**config.mk**
```make
export PLATFORM = sky130hd
export DESIGN_NAME = sdram_req_sequencer
export DESIGN_NICKNAME = d
export VERILOG_FILES = /design/src/rtl/sdram_pkg.sv /design/src/rtl/sdram_req_fifo.sv /design/src/rtl/sdram_req_sequencer.sv
export SDC_FILE = /design/constraint.sdc
export NUM_CORES = 1
export LEC_CHECK = 0
export CAP_MARGIN = 20
export CORE_MARGIN = 4
export CORE_UTILIZATION = 40
export CTS_CLUSTER_SIZE = 16
export DETAILED_ROUTE_END_ITERATION = 10
export HOLD_SLACK_MARGIN = 0.03
export PLACE_DENSITY = 0.58
export SLEW_MARGIN = 20
export SYNTH_ARGS = -nofsm -noshare
export SYNTH_HDL_FRONTEND = slang
export SYNTH_SLANG_ARGS = --single-unit
```
**constraint.sdc**
```tcl
create_clock -name CLK_160_COMMON -period 3.4 [get_ports CLK_160_COMMON]
set_input_delay 0.68 -clock CLK_160_COMMON [delete_from_list [all_inputs] [get_ports CLK_160_COMMON]]
set_output_delay 0.68 -clock CLK_160_COMMON [all_outputs]
set_load 0.005 [all_outputs]
```
**src/rtl/sdram_pkg.sv**
```systemverilog
// -----------------------------------------------------------------------------
// sdram_pkg
// Shared definitions for the SDRAM request front-end:
//   - seq_state_e : sequencer FSM state encoding
//   - CMD_*       : SDRAM command codes {CS_N, RAS_N, CAS_N, WE_N}
//   - addr_field  : extract a column/row field from a linear address, zero-extended
//                   to the driver's 13-bit address width
//   - addr_bank   : extract the 2-bit bank field from a linear address
// -----------------------------------------------------------------------------
package sdram_pkg;

    typedef enum logic [1:0] {
        StIdle      = 2'd0,
        StWaitStart = 2'd1,
        StWaitEnd   = 2'd2,
        StGap       = 2'd3
    } seq_state_e;

    localparam logic [3:0] CMD_NOP   = 4'b0111;
    localparam logic [3:0] CMD_READ  = 4'b0101;
    localparam logic [3:0] CMD_WRITE = 4'b0100;

    // Field of 'width' bits starting at 'lsb'; upper bits of the result are zero.
    function automatic logic [12:0] addr_field(input logic [31:0] addr,
                                               input int unsigned lsb,
                                               input int unsigned width);
        return 13'((addr >> lsb) & ((32'd1 << width) - 32'd1));
    endfunction

    function automatic logic [1:0] addr_bank(input logic [31:0] addr,
                                             input int unsigned lsb);
        return 2'(addr >> lsb);
    endfunction

endpackage

```
**src/rtl/sdram_req_fifo.sv**
```systemverilog
// -----------------------------------------------------------------------------
// sdram_req_fifo
// Synchronous first-word-fall-through FIFO holding pending client requests.
// Ports:
//   clk    in   clock, rising edge
//   rst    in   asynchronous active-high reset, empties the FIFO
//   push   in   write wdata (ignored when full)
//   pop    in   drop head entry (ignored when empty)
//   wdata  in   entry to write
//   rdata  out  head entry, valid while empty=0
//   full   out  DEPTH entries stored
//   empty  out  no entries stored
//   level  out  occupancy 0..DEPTH
// DEPTH must be a power of two so pointers wrap naturally.
// -----------------------------------------------------------------------------
module sdram_req_fifo #(
    parameter int unsigned DEPTH = 8,
    parameter int unsigned WIDTH = 25,
    localparam int unsigned PW = $clog2(DEPTH),
    localparam int unsigned CW = PW + 1
) (
    input  logic             clk,
    input  logic             rst,
    input  logic             push,
    input  logic             pop,
    input  logic [WIDTH-1:0] wdata,
    output logic [WIDTH-1:0] rdata,
    output logic             full,
    output logic             empty,
    output logic [CW-1:0]    level
);

    localparam logic [CW-1:0] FULL_COUNT = CW'(DEPTH);

    logic [WIDTH-1:0] mem [DEPTH];
    logic [PW-1:0]    wr_ptr_q;
    logic [PW-1:0]    rd_ptr_q;
    logic [CW-1:0]    count_q;
    logic             do_push;
    logic             do_pop;

    assign full    = (count_q == FULL_COUNT);
    assign empty   = (count_q == '0);
    assign level   = count_q;
    assign rdata   = mem[rd_ptr_q];
    assign do_push = push && !full;
    assign do_pop  = pop && !empty;

    always_ff @(posedge clk or posedge rst) begin
        if (rst) begin
            wr_ptr_q <= '0;
            rd_ptr_q <= '0;
            count_q  <= '0;
        end else begin
            if (do_push) begin
                wr_ptr_q <= wr_ptr_q + 1'b1;
            end
            if (do_pop) begin
                rd_ptr_q <= rd_ptr_q + 1'b1;
            end
            if (do_push && !do_pop) begin
                count_q <= count_q + 1'b1;
            end else if (do_pop && !do_push) begin
                count_q <= count_q - 1'b1;
            end
        end
    end

    // Storage needs no reset: an entry is only read after it has been written.
    always_ff @(posedge clk) begin
        if (do_push) begin
            mem[wr_ptr_q] <= wdata;
        end
    end

endmodule

```
**src/rtl/sdram_req_sequencer.sv**
```systemverilog
// -----------------------------------------------------------------------------
// sdram_req_sequencer
// Request front-end for the IS42S16160B SDRAM driver. Client write/read requests
// are queued and replayed one at a time on the driver's active-low start strobes;
// read data is returned on a one-cycle response strobe.
// Ports:
//   CLK_160_COMMON in   system clock, rising edge
//   reset          in   asynchronous active-high reset
//   REQ_VALID/READY     client handshake; REQ_READY = FIFO not full
//   REQ_WE         in   1 = write, 0 = read
//   REQ_ADDR       in   linear address {bank[1:0], row, col}
//   REQ_DATA       in   write data
//   RSP_VALID      out  one-cycle pulse qualifying RSP_DATA/RSP_ADDR
//   RSP_DATA/ADDR  out  read data and its address
//   START_WRITE/READ out active-low driver strobes
//   ADDR_ROW/COL   out  13-bit row/column to the driver
//   BANK           out  bank to the driver
//   WR_DATA        out  write data to the driver
//   SDRAM_PROCESS  in   driver busy flag
//   READY_DATA     in   driver read-data-valid level
//   DQ_IN          in   SDRAM data input path
//   ERR            out  sticky: [0] start timeout, [1] read ended without data
//   LEVEL          out  request FIFO occupancy
// -----------------------------------------------------------------------------
module sdram_req_sequencer
    import sdram_pkg::*;
#(
    parameter int unsigned FIFO_DEPTH    = 8,
    parameter int unsigned COL_BITS      = 3,
    parameter int unsigned ROW_BITS      = 3,
    parameter int unsigned START_TIMEOUT = 64,
    localparam int unsigned AW = COL_BITS + ROW_BITS + 2,
    localparam int unsigned LW = $clog2(FIFO_DEPTH) + 1
) (
    input  logic          CLK_160_COMMON,
    input  logic          reset,
    input  logic          REQ_VALID,
    output logic          REQ_READY,
    input  logic          REQ_WE,
    input  logic [AW-1:0] REQ_ADDR,
    input  logic [15:0]   REQ_DATA,
    output logic          RSP_VALID,
    output logic [15:0]   RSP_DATA,
    output logic [AW-1:0] RSP_ADDR,
    output logic          START_WRITE,
    output logic          START_READ,
    output logic [12:0]   ADDR_ROW,
    output logic [12:0]   ADDR_COL,
    output logic [1:0]    BANK,
    output logic [15:0]   WR_DATA,
    input  logic          SDRAM_PROCESS,
    input  logic          READY_DATA,
    input  logic [15:0]   DQ_IN,
    output logic [1:0]    ERR,
    output logic [LW-1:0] LEVEL
);

    localparam int unsigned   EW       = 1 + AW + 16;
    localparam int unsigned   TW       = $clog2(START_TIMEOUT) + 1;
    localparam logic [TW-1:0] TMO_LAST = TW'(START_TIMEOUT - 1);

    // Request FIFO
    logic          fifo_full;
    logic          fifo_empty;
    logic          fifo_push;
    logic          fifo_pop;
    logic [EW-1:0] fifo_wdata;
    logic [EW-1:0] fifo_rdata;
    logic          head_we;
    logic [AW-1:0] head_addr;
    logic [15:0]   head_data;

    // Sequencer state
    seq_state_e    state_q, state_d;
    logic          start_wr_q, start_wr_d;
    logic          start_rd_q, start_rd_d;
    logic [12:0]   row_q, row_d;
    logic [12:0]   col_q, col_d;
    logic [1:0]    bank_q, bank_d;
    logic [15:0]   wr_data_q, wr_data_d;
    logic [3:0]    cmd_q, cmd_d;
    logic [AW-1:0] cmd_addr_q, cmd_addr_d;
    logic [TW-1:0] tmo_q, tmo_d;
    logic          seen_q, seen_d;
    logic          rsp_valid_q, rsp_valid_d;
    logic [15:0]   rsp_data_q, rsp_data_d;
    logic [AW-1:0] rsp_addr_q, rsp_addr_d;
    logic [1:0]    err_q, err_d;
    logic          cmd_is_read;

    assign REQ_READY  = !fifo_full;
    assign fifo_push  = REQ_VALID && !fifo_full;
    assign fifo_wdata = {REQ_WE, REQ_ADDR, REQ_DATA};
    assign {head_we, head_addr, head_data} = fifo_rdata;

    // Only start a new command when the driver reports idle.
    assign fifo_pop    = (state_q == StIdle) && !fifo_empty && !SDRAM_PROCESS;
    assign cmd_is_read = (cmd_q == CMD_READ);

    sdram_req_fifo #(
        .DEPTH (FIFO_DEPTH),
        .WIDTH (EW)
    ) u_fifo (
        .clk   (CLK_160_COMMON),
        .rst   (reset),
        .push  (fifo_push),
        .pop   (fifo_pop),
        .wdata (fifo_wdata),
        .rdata (fifo_rdata),
        .full  (fifo_full),
        .empty (fifo_empty),
        .level (LEVEL)
    );

    always_comb begin
        state_d     = state_q;
        start_wr_d  = start_wr_q;
        start_rd_d  = start_rd_q;
        row_d       = row_q;
        col_d       = col_q;
        bank_d      = bank_q;
        wr_data_d   = wr_data_q;
        cmd_d       = cmd_q;
        cmd_addr_d  = cmd_addr_q;
        tmo_d       = tmo_q;
        seen_d      = seen_q;
        rsp_valid_d = 1'b0;
        rsp_data_d  = rsp_data_q;
        rsp_addr_d  = rsp_addr_q;
        err_d       = err_q;

        unique case (state_q)
            StIdle: begin
                if (fifo_pop) begin
                    row_d      = addr_field(32'(head_addr), COL_BITS, ROW_BITS);
                    col_d      = addr_field(32'(head_addr), 32'd0, COL_BITS);
                    bank_d     = addr_bank(32'(head_addr), COL_BITS + ROW_BITS);
                    wr_data_d  = head_data;
                    cmd_d      = head_we ? CMD_WRITE : CMD_READ;
                    cmd_addr_d = head_addr;
                    start_wr_d = !head_we;
                    start_rd_d = head_we;
                    tmo_d      = '0;
                    seen_d     = 1'b0;
                    state_d    = StWaitStart;
                end
            end

            StWaitStart: begin
                if (SDRAM_PROCESS) begin
                    start_wr_d = 1'b1;
                    start_rd_d = 1'b1;
                    state_d    = StWaitEnd;
                end else if (tmo_q == TMO_LAST) begin
                    // Driver never picked the command up: drop it.
                    start_wr_d = 1'b1;
                    start_rd_d = 1'b1;
                    err_d[0]   = 1'b1;
                    state_d    = StIdle;
                end else begin
                    tmo_d = tmo_q + 1'b1;
                end
            end

            StWaitEnd: begin
                // Only the first READY_DATA of a read transaction is returned.
                if (cmd_is_read && READY_DATA && !seen_q) begin
                    rsp_data_d  = DQ_IN;
                    rsp_addr_d  = cmd_addr_q;
                    rsp_valid_d = 1'b1;
                    seen_d      = 1'b1;
                end
                if (!SDRAM_PROCESS) begin
                    if (cmd_is_read && !seen_q && !READY_DATA) begin
                        err_d[1] = 1'b1;
                    end
                    state_d = StGap;
                end
            end

            StGap: begin
                state_d = StIdle;
            end

            default: begin
                state_d = StIdle;
            end
        endcase
    end

    always_ff @(posedge CLK_160_COMMON or posedge reset) begin
        if (reset) begin
            state_q     <= StIdle;
            start_wr_q  <= 1'b1;
            start_rd_q  <= 1'b1;
            row_q       <= '0;
            col_q       <= '0;
            bank_q      <= '0;
            wr_data_q   <= '0;
            cmd_q       <= CMD_NOP;
            cmd_addr_q  <= '0;
            tmo_q       <= '0;
            seen_q      <= 1'b0;
            rsp_valid_q <= 1'b0;
            rsp_data_q  <= '0;
            rsp_addr_q  <= '0;
            err_q       <= '0;
        end else begin
            state_q     <= state_d;
            start_wr_q  <= start_wr_d;
            start_rd_q  <= start_rd_d;
            row_q       <= row_d;
            col_q       <= col_d;
            bank_q      <= bank_d;
            wr_data_q   <= wr_data_d;
            cmd_q       <= cmd_d;
            cmd_addr_q  <= cmd_addr_d;
            tmo_q       <= tmo_d;
            seen_q      <= seen_d;
            rsp_valid_q <= rsp_valid_d;
            rsp_data_q  <= rsp_data_d;
            rsp_addr_q  <= rsp_addr_d;
            err_q       <= err_d;
        end
    end

    assign START_WRITE = start_wr_q;
    assign START_READ  = start_rd_q;
    assign ADDR_ROW    = row_q;
    assign ADDR_COL    = col_q;
    assign BANK        = bank_q;
    assign WR_DATA     = wr_data_q;
    assign RSP_VALID   = rsp_valid_q;
    assign RSP_DATA    = rsp_data_q;
    assign RSP_ADDR    = rsp_addr_q;
    assign ERR         = err_q;

endmodule
```
==> results.json, run 1 <==
{
  "multi_input_area_mm2": 0.00273,
  "min_from": "ERR[0]",
  "nFillCells": 2142,
  "drive_above_1_share_pct": 22.9,
  "critPathMostFrequentCell": "ha_1",
  "cts_made_buffers": 29,
  "crit_chain": "or4b_1, nand2_1, inv_2, ha_1, inv_1, ha_1, a21o_1, a2111oi_0, a31oi_1, a221o_1",
  "setup_viol": 0,
  "synth_commonest_cells": "edfxtp_1, dfrtp_1, mux4_2",
  "p_per_area_mw_per_mm2": 845,
  "dieArea_mm2": 0.0298,
  "ant_nets": 0,
  "worst_r2r_path_depth": 10,
  "clk_latency_ps": 540,
  "synth_top_area_share_pct": 55.5,
  "maxSlewHeadroom_pct": 61.0,
  "grt_max_degree": 76,
  "cp.arrival_ps": 3510,
  "skew_ps": 13.0,
  "clkTransAtPathRegs_ps": 60,
  "wl_um": 22000,
  "crit_path_top_delay_cell": "or4b_1",
  "worstReg2RegEnd": "u_fifo.level[3]",
  "synth.most_common_cell": "edfxtp_1",
  "syn-mean-instance-area_um2": 18.7,
  "grt_pass1_wl_um": 35300,
  "ys_ff_latch": 275,
  "num_rows": 59,
  "die_y_um": 173,
  "post_drt_wl_per_cell_um": 20.6,
  "num_vias": 5535,
  "first_iter_violations": 367,
  "ys.flop_type": "edfxtp_1",
  "finalHoldViolCount": 0,
  "area_growth_pct": 22.2,
  "yosysUniqueCellTypes": 52,
  "register_area_mm2": 0.00789,
  "die_w_um": 173,
  "cp_top_family": "compound AO/OA/AOI/OAI gates",
  "crit_required_ps": 3810,
  "start_util_pct": 41.1,
  "rsz0062_at_grt": "false",
  "finalSetupTns_ps": 0,
  "nets": 763,
  "routed_via_density": 5.18,
  "min_path_cells": 2,
  "total_power_mw": 11.2,
  "dpl.hpwl_um": 13600,
  "period_share_pct": 91.3,
  "post_cts_buffers": 0,
  "cts.sinks": 275,
  "outcome": "finished clean",
  "synth_area_mm2": 0.0108,
  "r2r-start": "u_fifo.level[0]",
  "ctsResizeCount": 0,
  "drcViolationCount": 0,
  "endpoint_kind": "register",
  "ys_seq_area_share_pct": 72.8,
  "place.gp.congestion": 0.731,
  "htreeDepth": 1,
  "fmax_mhz": 322,
  "cap_violations": 0,
  "antenna_found_initial": 2,
  "syn_inst": 578,
  "synth_top_cell_by_area": "edfxtp_1",
  "cp-start-kind": "register",
  "yosys-top-cells-area": "edfxtp_1, dfrtp_1, mux4_2, mux2_4, mux2i_1",
  "hold_end": "ERR[0]",
  "root_buffer": "clkbuf_16",
  "slowest_delay_ps": 610,
  "holdCritPathClass": "register to register",
  "dr.pass1.iters": 4,
  "cts_hold_buf": 0,
  "cp_num_buf_inv": 2,
  "port_buffers": 103,
  "synth_edf_count": 200,
  "grt-ovfl-total": 0,
  "ios": 124,
  "vdd_ir_drop_max_mv": 0.502,
  "yosysWarnings": 0,
  "synthArstFlopShare_pct": 27.3,
  "cts_tree": "done",
  "power_leakage_nw": 4.85,
  "worst_pin_slew_ps": 585,
  "grt_util_all_layers_pct": 14.8,
  "first_global_vias": 5964,
  "coreArea_mm2": 0.0264,
  "post-route-util_pct": 50.2,
  "clk_path_buf_depth": 3,
  "maxSlewViolCount": 0,
  "min_period_ps": 3100,
  "path_max_fanout": 7,
  "critPathKind": "register to register",
  "ff2ff_setup_slack_ps": 300
}
## stage by stage
step | cells | hold slack, ps | area [um2] | setup slack (ps)
floorplan | 597 | 451 | 10900 | 152
global placement | 1014 | 440 | 12300 | 163
detailed placement | 1014 | 458 | 12300 | 101
CTS | 1068 | 471 | 13200 | 336
global route | 1069 | 499 | 13200 | 118
finish | 1069 | 463 | 13200 | 295
## power by group
group	internal [mW]	leakage [nW]	switching [mW]
Clock	1.78	0.457	1.22
Sequential	4.39	2.73	0.550
Combinational	1.85	1.65	1.39
## per-layer routing
metal	vias to the layer above	part of all wire [%]	global-route usage, %
met5	-	0.059	0
met4	2	2.0	3.99
met3	34	6.0	3.06
met2	186	48	24.5
met1	2828	44	20.4
li1	2485	-	-
## final cells by class
class	instances	share of cell area, %
Sequential cell	275	59.6
Multi-Input combinational cell	270	20.6
Timing Repair Buffer	128	9.40
Clock buffer	43	6.33
Tap cell	335	3.17
Clock inverter	11	0.633
Inverter	6	0.180
Antenna cell	1	0.0189
## worst reg2reg max path: stages, from the launching register on
cell,delay [ps]
dfrtp_1,470
or4b_1,610
nand2_1,150
inv_2,80
ha_1,210
inv_1,100
ha_1,240
a21o_1,210
a2111oi_0,450
a31oi_1,100
a221o_1,360
## registers in the layout, summed over array words and instances (netlist names), 3 cells and up, named ones only
| name | cells |
|---|---|
| u_fifo.mem | 200 |
| RSP_DATA | 16 |
| WR_DATA | 16 |
| RSP_ADDR | 8 |
| tmo_q | 7 |
| cmd_addr_q | 6 |
| u_fifo.level | 4 |
| u_fifo.rd_ptr_q | 3 |
| u_fifo.wr_ptr_q | 3 |
## worst max-delay path by stage
| stage | to | slack, ps | cells past startpoint | startpoint |
|---|---|---|---|---|
| after detailed placement | u_fifo.level[3] | 100 | 10 | SDRAM_PROCESS |
| after global placement | u_fifo.level[3] | 160 | 10 | SDRAM_PROCESS |
| after CTS | u_fifo.level[3] | 340 | 10 | u_fifo.level[0] |
| final | u_fifo.level[3] | 300 | 10 | u_fifo.level[0] |
| after global routing | u_fifo.level[3] | 120 | 10 | u_fifo.level[0] |
| after floorplan | u_fifo.level[3] | 150 | 12 | SDRAM_PROCESS |
## placed cells by master (no fill, tap or decap), types with 3 or more instances in the layout
cell type	Yosys	final
ha_1	6	6
buf_4	21	23
mux2i_1	24	24
clkbuf_1	8	8
mux2_2	9	9
o21ai_0	29	29
nor2b_1	3	3
nor2_2	0	6
clkinv_2	0	6
mux4_2	50	50
nand3_1	3	3
a21oi_1	3	3
nor2_1	11	5
clkinv_1	0	3
xnor2_1	6	6
nand2_1	47	47
a31oi_1	4	4
dfrtp_1	71	68
edfxtp_1	200	200
conb_1	1	20
mux2_4	18	18
dfstp_2	4	4
nand2b_1	4	4
clkbuf_8	0	6
inv_1	5	3
clkdlybuf4s50_1	0	103
clkbuf_16	0	29
## kinds of logic after synthesis
family | after synthesis | share of synthesized area [%]
fa+ha+maj | 7 | 0.878
compound gates | 52 | 3.00
simple gates | 84 | 3.87
mux | 101 | 16.1
xor+xnor | 6 | 0.485
flops | 275 | 72.8
other cells | 1 | 0.0346
buf+inv | 52 | 2.83
No activity file was read; power rests on OpenSTA's default activity.
==> run 2, diff against run 1 <==
--- a/config.mk
+++ b/config.mk
@@ -6,6 +6,7 @@
 export NUM_CORES = 1
 export LEC_CHECK = 0
 export CAP_MARGIN = 20
+export CORE_ASPECT_RATIO = 0.7
 export CORE_MARGIN = 4
 export CORE_UTILIZATION = 40
 export CTS_CLUSTER_SIZE = 16
==> run 2 against run 1 <==
Compared with the run above:
- non-clock buffer count down 7
- worst setup slack improved by 100 ps
- clock power barely moved
- first-iteration DRC count fell by 28%
- sequential share of layout area about the same
- hold slack better by 1.7 ps
- register-to-register slack better by 100 ps
- largest cell class unchanged
==> results.json, run 2 (synthesis gave the netlist of run 1 again) <==
{
  "outcome": "finished clean",
  "nFillCells": 2169,
  "vdd_ir_drop_max_mv": 0.513,
  "power_leakage_nw": 4.80,
  "cts_tree": "done",
  "post_cts_buffers": 0,
  "rsz0062_at_grt": "false",
  "path_max_fanout": 7,
  "register_area_mm2": 0.00789,
  "critPathKind": "register to register",
  "num_rows": 50,
  "grt_max_degree": 57,
  "place.gp.congestion": 0.785,
  "cp-start-kind": "register",
  "drive_above_1_share_pct": 21.5,
  "routed_via_density": 4.99,
  "num_vias": 5413,
  "final_common_cell": "edfxtp_1",
  "cp.arrival_ps": 3410,
  "ios": 124,
  "fmax_mhz": 333,
  "finalHoldViolCount": 0,
  "cap_violations": 0,
  "swShare_pct": 27.8,
  "n_antenna_cell": 0,
  "holdCritPathClass": "register to register",
  "maxSlewViolCount": 0,
  "multi_input_area_mm2": 0.00275,
  "skew_ps": 17.3,
  "ant_nets": 0,
  "largest_reg_flops": 200,
  "coreArea_mm2": 0.0267,
  "min_period_ps": 3000,
  "dpl.hpwl_um": 13400,
  "maxSlewHeadroom_pct": 59.5,
  "layoutNonFillerInstCount": 1085,
  "first_global_vias": 5745,
  "cts_hold_buf": 0,
  "p_sw_mw": 3.11,
  "area_growth_pct": 22.3,
  "clk_latency_ps": 520,
  "nets": 754,
  "wl_um": 21700,
  "p_per_area_mw_per_mm2": 843,
  "cts.sinks": 275,
  "die_y_um": 146,
  "first_iter_violations": 265,
  "setup_viol": 0,
  "dieArea_mm2": 0.0298,
  "comb_power_share_pct": 28.9,
  "post_drt_wl_per_cell_um": 20.0,
  "ctsResizeCount": 0,
  "grt-ovfl-total": 0,
  "worst_pin_slew_ps": 608,
  "dr.pass1.iters": 5,
  "intPower_mw": 8.05,
  "power_frac_clock_pct": 27.0,
  "htreeDepth": 1,
  "endpoint_kind": "register",
  "clk_path_buf_depth": 3,
  "largest_register": "u_fifo.mem",
  "root_buffer": "clkbuf_16",
  "die_w_um": 205,
  "crit_required_ps": 3810,
  "clkTransAtPathRegs_ps": 60,
  "cts_made_buffers": 27,
  "power.share.sequential_pct": 44.1,
  "dp_cells": 1036,
  "layout_common_cells": "edfxtp_1, clkdlybuf4s50_1, dfrtp_1, mux4_2, nand2_1",
  "post-route-util_pct": 49.6,
  "finalSetupTns_ps": 0,
  "port_buffers": 103,
  "drcViolationCount": 0,
  "antenna_found_initial": 0,
  "grt_util_all_layers_pct": 14.4,
  "grt_pass1_wl_um": 33600,
  "period_share_pct": 88.3,
  "start_util_pct": 40.5
}
run 2: final cells by class:
type                            instances  area share (%)
Sequential cell                       275            59.6
Multi-Input combinational cell        270            20.8
Timing Repair Buffer                  121            9.19
Clock buffer                           39            5.67
Tap cell                              364            3.44
Clock inverter                         10            1.13
Inverter                                6           0.180
run 2: per-layer routing:
layer | GRT usage [%] | vias to the layer above | wire [um]
met2 | 23.1 | 132 | 10400
met5 | 0 | - | 0
met3 | 2.70 | 26 | 1090
met1 | 21.0 | 2799 | 9840
li1 | - | 2456 | -
met4 | 2.64 | 0 | 352
run 2: worst max-delay path, stage by stage, from the launching register on:
cell and delay [ps]:
dfrtp_1 470, or4b_1 580, nand2_1 160, inv_2 80
ha_1 210, inv_1 90, ha_1 230, a21o_1 210
a2111oi_0 430, a31oi_1 90, a221o_1 330
run 2: path summary, 6_finish.rpt:
path / from / to / slack [ps] / depth (start not counted)
worst max-delay path: u_fifo.level[0] / u_fifo.level[3] / 400 / 10
worst min-delay path: ERR[1] / ERR[1] / 460 / 1
worst max register to register: u_fifo.level[0] / u_fifo.level[3] / 400 / 10
worst min register to register: ERR[1] / ERR[1] / 460 / 1
max in group asynchronous: reset / START_WRITE / 2190 / 3
min in group asynchronous: reset / RSP_DATA[15] / 500 / 2
run 2: through the flow:
step           worst slack, ps  hold slack (ps)  area (um2)  power [mW]
3_5_place_dp               149              456       12300        8.29
3_3_place_gp               142              441       12300        8.17
2_1_floorplan              152              451       10900        6.83
4_1_cts                    430              470       13200        11.3
6_report                   399              464       13200        11.2
5_1_grt                    204              496       13200        11.8
run 2: power groups by stage:
stage          Clock (mW)  Combinational [mW]  Sequential (mW)
6_report             3.01                3.22             4.92
3_5_place_dp            0                3.29             5.01
3_3_place_gp            0                3.23             4.94
4_1_cts              3.10                3.31             4.94
2_1_floorplan           0                2.07             4.77
5_1_grt              3.26                3.52             5.02
